==> config.mk <==
export PLATFORM = sky130hd
export DESIGN_NAME = lb_reg_responder
export DESIGN_NICKNAME = d
export VERILOG_FILES = /design/src/rtl/lb_reg_responder.sv
export SDC_FILE = /design/constraint.sdc
export NUM_CORES = 1
export LEC_CHECK = 0
export BUFFER_PORTS_ARGS = -buffer_cell sky130_fd_sc_hd__buf_2
export CAP_MARGIN = 25
export CORE_ASPECT_RATIO = 1.1
export CORE_MARGIN = 2
export CORE_UTILIZATION = 35
export DETAILED_ROUTE_END_ITERATION = 16
export PLACE_DENSITY = 0.6
export RECOVER_POWER = 50
export SKIP_CTS_REPAIR_TIMING = 1
export SYNTH_ARGS = -nofsm -noshare
export SYNTH_HDL_FRONTEND = slang
export SYNTH_SLANG_ARGS = --single-unit
==> constraint.sdc <==
create_clock -name lb_clk -period 6 [get_ports lb_clk]
set_input_delay 0.6 -clock lb_clk [delete_from_list [all_inputs] [get_ports lb_clk]]
set_output_delay 0.6 -clock lb_clk [all_outputs]
set_load 0.005 [all_outputs]
==> src/rtl/lb_reg_responder.sv <==
// rtl/lb_reg_responder.sv - local-bus register responder for the UDP bridge
//
// Purpose:
//   Target side of the bridge local bus. Decodes write strobes into a bank of
//   NCTRL 32b control registers, and returns read data from the control bank,
//   NSTAT read-only status inputs, a block ID, and a transaction counter. Each
//   read result appears on lb_rdata exactly READ_LAT cycles after its strobe.
//
// Address map (word addresses, lb_addr[23:6] must be zero):
//   0x00..0x0F  ctrl[k]   RW   (k < NCTRL)
//   0x10..0x1F  stat[k]   RO   (k < NSTAT)
//   0x20        BLOCK_ID  RO
//   0x21        txn_cnt   R: count of lb_valid strobes, W: clear
//   0x22        bad_cnt   RO   (only with LB_BADADDR_CNT_EN)
//   0x23        bad_cnt clear on write (only with LB_BADADDR_CNT_EN)
//   anything else reads UNMAPPED
//
// Optional feature macro: LB_BADADDR_CNT_EN
//   Adds a 16b saturating counter of strobes to unmapped addresses and writes
//   to read-only addresses.
//
// Ports:
//   lb_clk      local-bus clock
//   lb_rst_n    asynchronous active-low reset
//   lb_valid    one-cycle transaction strobe
//   lb_rnw      1 = read, 0 = write
//   lb_renable  read launch strobe (lb_valid & lb_rnw)
//   lb_addr     24b word address
//   lb_wdata    32b write data
//   lb_rdata    32b read data, holds until the next read result
//   ctrl_out    control registers, reg k at [32k+31:32k]
//   ctrl_wstb   one-cycle per-register pulse, aligned with new ctrl_out
//   stat_in     status words, stat k at [32k+31:32k]

module lb_reg_responder #(
   parameter int                  NCTRL     = 8,
   parameter int                  NSTAT     = 8,
   parameter int                  READ_LAT  = 3,
   parameter logic [NCTRL*32-1:0] CTRL_INIT = '0,
   parameter logic [31:0]         BLOCK_ID  = 32'h4C425231,
   parameter logic [31:0]         UNMAPPED  = 32'hDEADF00D
) (
   input  logic                  lb_clk,
   input  logic                  lb_rst_n,
   input  logic                  lb_valid,
   input  logic                  lb_rnw,
   input  logic                  lb_renable,
   input  logic [23:0]           lb_addr,
   input  logic [31:0]           lb_wdata,
   output logic [31:0]           lb_rdata,
   output logic [NCTRL*32-1:0]   ctrl_out,
   output logic [NCTRL-1:0]      ctrl_wstb,
   input  logic [NSTAT*32-1:0]   stat_in
);

   logic        wr_stb;
   logic        rd_stb;
   logic        hi_zero;
   logic [5:0]  low_addr;
   logic [3:0]  idx;
   logic        sel_ctrl;
   logic        sel_stat;
   logic        sel_id;
   logic        sel_cnt;
   logic        mapped;
   logic [31:0] rd_val;
   logic [31:0] txn_cnt;
   logic [31:0] ctrl_r [NCTRL];
   logic        fin_v;
   logic [31:0] fin_d;

`ifdef LB_BADADDR_CNT_EN
   logic        sel_bad;
   logic        sel_bad_clr;
   logic        bad_hit;
   logic [15:0] bad_cnt;
`endif

   // lb_renable alone is not a transaction; it must coincide with a read strobe
   assign wr_stb = lb_valid & ~lb_rnw;
   assign rd_stb = lb_valid & lb_rnw & lb_renable;

   // ---------------------------------------------------------------- decode
   assign hi_zero  = (lb_addr[23:6] == '0);
   assign low_addr = lb_addr[5:0];
   assign idx      = lb_addr[3:0];

   assign sel_ctrl = hi_zero && (low_addr[5:4] == 2'b00) && ({1'b0, idx} < 5'(NCTRL));
   assign sel_stat = hi_zero && (low_addr[5:4] == 2'b01) && ({1'b0, idx} < 5'(NSTAT));
   assign sel_id   = hi_zero && (low_addr == 6'h20);
   assign sel_cnt  = hi_zero && (low_addr == 6'h21);

`ifdef LB_BADADDR_CNT_EN
   assign sel_bad     = hi_zero && (low_addr == 6'h22);
   assign sel_bad_clr = hi_zero && (low_addr == 6'h23);
   assign mapped      = sel_ctrl | sel_stat | sel_id | sel_cnt | sel_bad | sel_bad_clr;
   // 0x22 is read-only but writes to it are deliberately not counted
   assign bad_hit     = lb_valid & (~mapped | (wr_stb & (sel_stat | sel_id)));
`else
   assign mapped      = sel_ctrl | sel_stat | sel_id | sel_cnt;
`endif

   // ------------------------------------------------------------- read mux
   always_comb begin
      rd_val = UNMAPPED;
      if (sel_ctrl) begin
         for (int k = 0; k < NCTRL; k++)
            if (idx == 4'(k)) rd_val = ctrl_r[k];
      end else if (sel_stat) begin
         for (int k = 0; k < NSTAT; k++)
            if (idx == 4'(k)) rd_val = stat_in[32*k +: 32];
      end else if (sel_id) begin
         rd_val = BLOCK_ID;
      end else if (sel_cnt) begin
         rd_val = txn_cnt;
`ifdef LB_BADADDR_CNT_EN
      end else if (sel_bad) begin
         rd_val = {16'h0, bad_cnt};
`endif
      end
      if (!mapped) rd_val = UNMAPPED;
   end

   // ------------------------------------------------------ control registers
   always_ff @(posedge lb_clk or negedge lb_rst_n) begin
      if (!lb_rst_n) begin
         for (int k = 0; k < NCTRL; k++) ctrl_r[k] <= CTRL_INIT[32*k +: 32];
         ctrl_wstb <= '0;
      end else begin
         for (int k = 0; k < NCTRL; k++) begin
            if (wr_stb && sel_ctrl && (idx == 4'(k))) begin
               ctrl_r[k]    <= lb_wdata;
               ctrl_wstb[k] <= 1'b1;
            end else begin
               ctrl_wstb[k] <= 1'b0;
            end
         end
      end
   end

   for (genvar g = 0; g < NCTRL; g++) begin : g_ctrl_out
      assign ctrl_out[32*g +: 32] = ctrl_r[g];
   end

   // ------------------------------------------------------- transaction count
   // The clearing write itself is not counted; a read sees the pre-increment value.
   always_ff @(posedge lb_clk or negedge lb_rst_n) begin
      if (!lb_rst_n) begin
         txn_cnt <= '0;
      end else if (lb_valid) begin
         if (wr_stb && sel_cnt) txn_cnt <= '0;
         else if (txn_cnt != '1) txn_cnt <= txn_cnt + 32'd1;
      end
   end

`ifdef LB_BADADDR_CNT_EN
   always_ff @(posedge lb_clk or negedge lb_rst_n) begin
      if (!lb_rst_n) begin
         bad_cnt <= '0;
      end else if (wr_stb && sel_bad_clr) begin
         bad_cnt <= '0;
      end else if (bad_hit && (bad_cnt != '1)) begin
         bad_cnt <= bad_cnt + 16'd1;
      end
   end
`endif

   // --------------------------------------------------------- read pipeline
   // The source is sampled on the strobe edge into stage 0; READ_LAT-1 shift
   // stages precede the lb_rdata hold register, so lb_rdata changes on the
   // READ_LAT-th edge counting the strobe edge.
   if (READ_LAT == 1) begin : g_lat1
      assign fin_v = rd_stb;
      assign fin_d = rd_val;
   end else begin : g_pipe
      logic [READ_LAT-2:0] v_q;
      logic [31:0]         d_q [READ_LAT-1];

      always_ff @(posedge lb_clk or negedge lb_rst_n) begin
         if (!lb_rst_n) begin
            v_q <= '0;
            for (int i = 0; i < READ_LAT-1; i++) d_q[i] <= '0;
         end else begin
            v_q[0] <= rd_stb;
            d_q[0] <= rd_val;
            for (int i = 1; i < READ_LAT-1; i++) begin
               v_q[i] <= v_q[i-1];
               d_q[i] <= d_q[i-1];
            end
         end
      end

      assign fin_v = v_q[READ_LAT-2];
      assign fin_d = d_q[READ_LAT-2];
   end

   always_ff @(posedge lb_clk or negedge lb_rst_n) begin
      if (!lb_rst_n)  lb_rdata <= '0;
      else if (fin_v) lb_rdata <= fin_d;
   end

endmodule
==> results.cfg <==
[synthesis]
synth_cell_types = 78
ys_top_cells_by_area = dfrtp_1 (51%), mux2_2 (18%), mux2i_1 (2.5%)
ys_warn_count = 0
ys_async_sr_fraction = 1.00
synthFlopType = dfrtp_1
yosysTopAreaCell = dfrtp_1
ys_seq_area_frac = 0.506
synth-seq-cells = 394
yosysTopAreaCellShare = 0.506
synth_cells = 1606
synth_edf_count = 0
syn_area_per_cell_um2 = 12.1
postSynthNetCount = 1924
syn-cell-area_mm2 = 0.0195

[placed_design]
place_congestion = 0.924
dp.cells = 2877
port_buffers = 612
dpl.hpwl_um = 69000

[sta]
hold_viol = 0
min_period_ps = 3580
fin_hold_ws_ps = 299
worstMarginPinSlew_ps = 3480
grt_setup_unrepaired = no
drv_slew = 158
fin_crit_sh = 0.597
fin_skew_ps = 20.6
max-slew-margin-rel = -1.32
setup_viol = 0
max_freq_ghz = 0.279
fin_tns_setup_ps = 0

[cts]
cts.sinks = 394
cts_root_buf = clkbuf_16
cts_buffers = 46
clock_latency_ps = 590
clk_pin_slew_ps = 60
cts_tree = built
cts_buffer_depth = 3
h-tree-depth = 2

[pwr]
powerDensity_mw_per_mm2 = 251
irDropWorstVdd_mv = 0.203
p_leak_nw = 11.7
p_total_mw = 6.20

[min_path]
hold_class = in -> reg

[floorplan]
fp-row-count = 90
start_util = 0.354
pin_count = 613
die_w_um = 229
core_mm2 = 0.0550
die_y_um = 251
die_area_mm2 = 0.0575

[final_layout]
drive_gt1_frac = 0.425
final_cell_mix = buf_2 (459), dfrtp_1 (394), mux2_2 (311)
instances_no_fill = 2961
final_common_cell = buf_2
nets = 2509
syn2layout_area_growth_pct = 26.7
fillers = 5269

[worst_setup_path]
critPathKind = in -> reg
arrival_ps = 4050
path_common_cell = buf_4
crit_required_ps = 6470
crit_family = simple AND/OR/NAND/NOR gates
crit_path_top_delay_cell = nand4bb_2
cp-end-kind = register
start_kind = primary input
critPathMaxStageDelay_ps = 940
path_buf_inv = 2
path_max_fanout = 60
crit_chain = buf_4, nand4bb_2, nor2_4, buf_4, mux2_2

[global_routing]
track_usage = 0.318
use_met3 = 0.0800
grt_use_met2 = 0.518
grt_overflow = 0
antenna_found_initial = 7
use_met1 = 0.415
grt_busiest_layer = met2
grt_pass1_vias = 17700
grt_max_degree = 137
grt_pass1_wl_um = 132000

[drt]
vias_per_cell = 5.91
wirelength_um = 94200
ant_nets = 0
post_drt_wl_per_cell_um = 31.8
drc = 0
vias = 17500
drt-initial-drc-count = 1697
first_pass_iters = 6

[run_status]
violations = capacitance limit, slew limit
status = finished, violations left

[flow_run]
cap_viol_max_count = 2
layout make-up:
cell class                      instances  area [um^2]  area share
Sequential cell                       394         9860       0.400
Multi-Input combinational cell       1085         9050       0.367
Timing Repair Buffer                  654         3260       0.132
Clock buffer                           69         1380      0.0559
Tap cell                              736          921      0.0373
Clock inverter                         11          151     0.00614
Inverter                               10         37.5     0.00152
Antenna cell                            2         5.00    0.000203
cells in the mapped netlist, drive strengths merged, types with 4 or more instances:
cell type	count
dfrtp	394
mux2	326
buf	69
a21oi	67
nor2	67
nand2	63
o21ai	52
clkbuf	48
mux2i	48
o22ai	48
nand3	40
o211ai	27
o221ai	22
a22oi	21
mux4	20
or3	20
a221oi	19
nor2b	19
a211oi	17
nand4	16
nand2b	15
a31oi	14
nor3	14
o31ai	14
nor4	13
and3	10
a22o	9
or4	9
inv	8
or2	7
and2	6
o21a	6
a221o	5
o2111ai	5
o2bb2ai	5
o31a	5
a2bb2oi	4
a32oi	4
o22a	4
o41ai	4
or4b	4
through the flow:
stage                util  area (um^2)  worst slack [ps]
floorplan               -        19500              3380
global placement    0.423        23300              1890
CTS                 0.452        24800              2480
global route        0.449        24700              2170
detailed placement  0.424        23300              1880
finish              0.449        24700              2420
final timing paths:
kind	start	end	slack (ps)	cells past startpoint
max	lb_addr[2]	ctrl_out[184]$_DFFE_PN0P_	2420	5
min	stat_in[239]	g_pipe.d_q[47]$_DFF_PN0_	300	3
max reg2reg	txn_cnt[1]$_DFFE_PN0P_	txn_cnt[3]$_DFFE_PN0P_	3370	7
min reg2reg	g_pipe.d_q[57]$_DFF_PN0_	fin_d[25]$_DFF_PN0_	350	0
max in group asynchronous	lb_rst_n	fin_d[0]$_DFF_PN0_	2780	2
min in group asynchronous	lb_rst_n	lb_rdata[11]$_DFFE_PN0P_	1160	1
worst min-delay path, stage by stage:
cell,delay [ps]
buf_2,80
o211ai_1,80
nand3_1,80
flip-flops by register name, summed over array words and instances (netlist names):
register    flops
ctrl_out      256
fin_d          32
g_pipe.d_q     32
lb_rdata       32
txn_cnt        32
ctrl_wstb       8
g_pipe.v_q      2
per-layer routing:
layer,routed length (um),part of all wire
met1,38400,0.41
met2,44400,0.47
met3,8040,0.085
met4,3320,0.035
met5,43,0.00046
cells by family after synthesis:
family / Yosys count / synth area share
fa+ha+maj: 1 / 0.000642
mux: 394 / 0.236
compound gates: 371 / 0.132
flops: 394 / 0.506
buf+inv: 127 / 0.0320
simple gates: 319 / 0.0933
report_power, final:
part	internal, mW	total, mW	leakage, nW	switching, mW
clock	1.71	2.88	0.754	1.17
combinational	0.207	0.592	5.69	0.385
sequential	2.68	2.73	5.21	0.0474
total	4.60	6.20	11.6	1.60
Note: power is estimated with default switching activity, not from simulation.
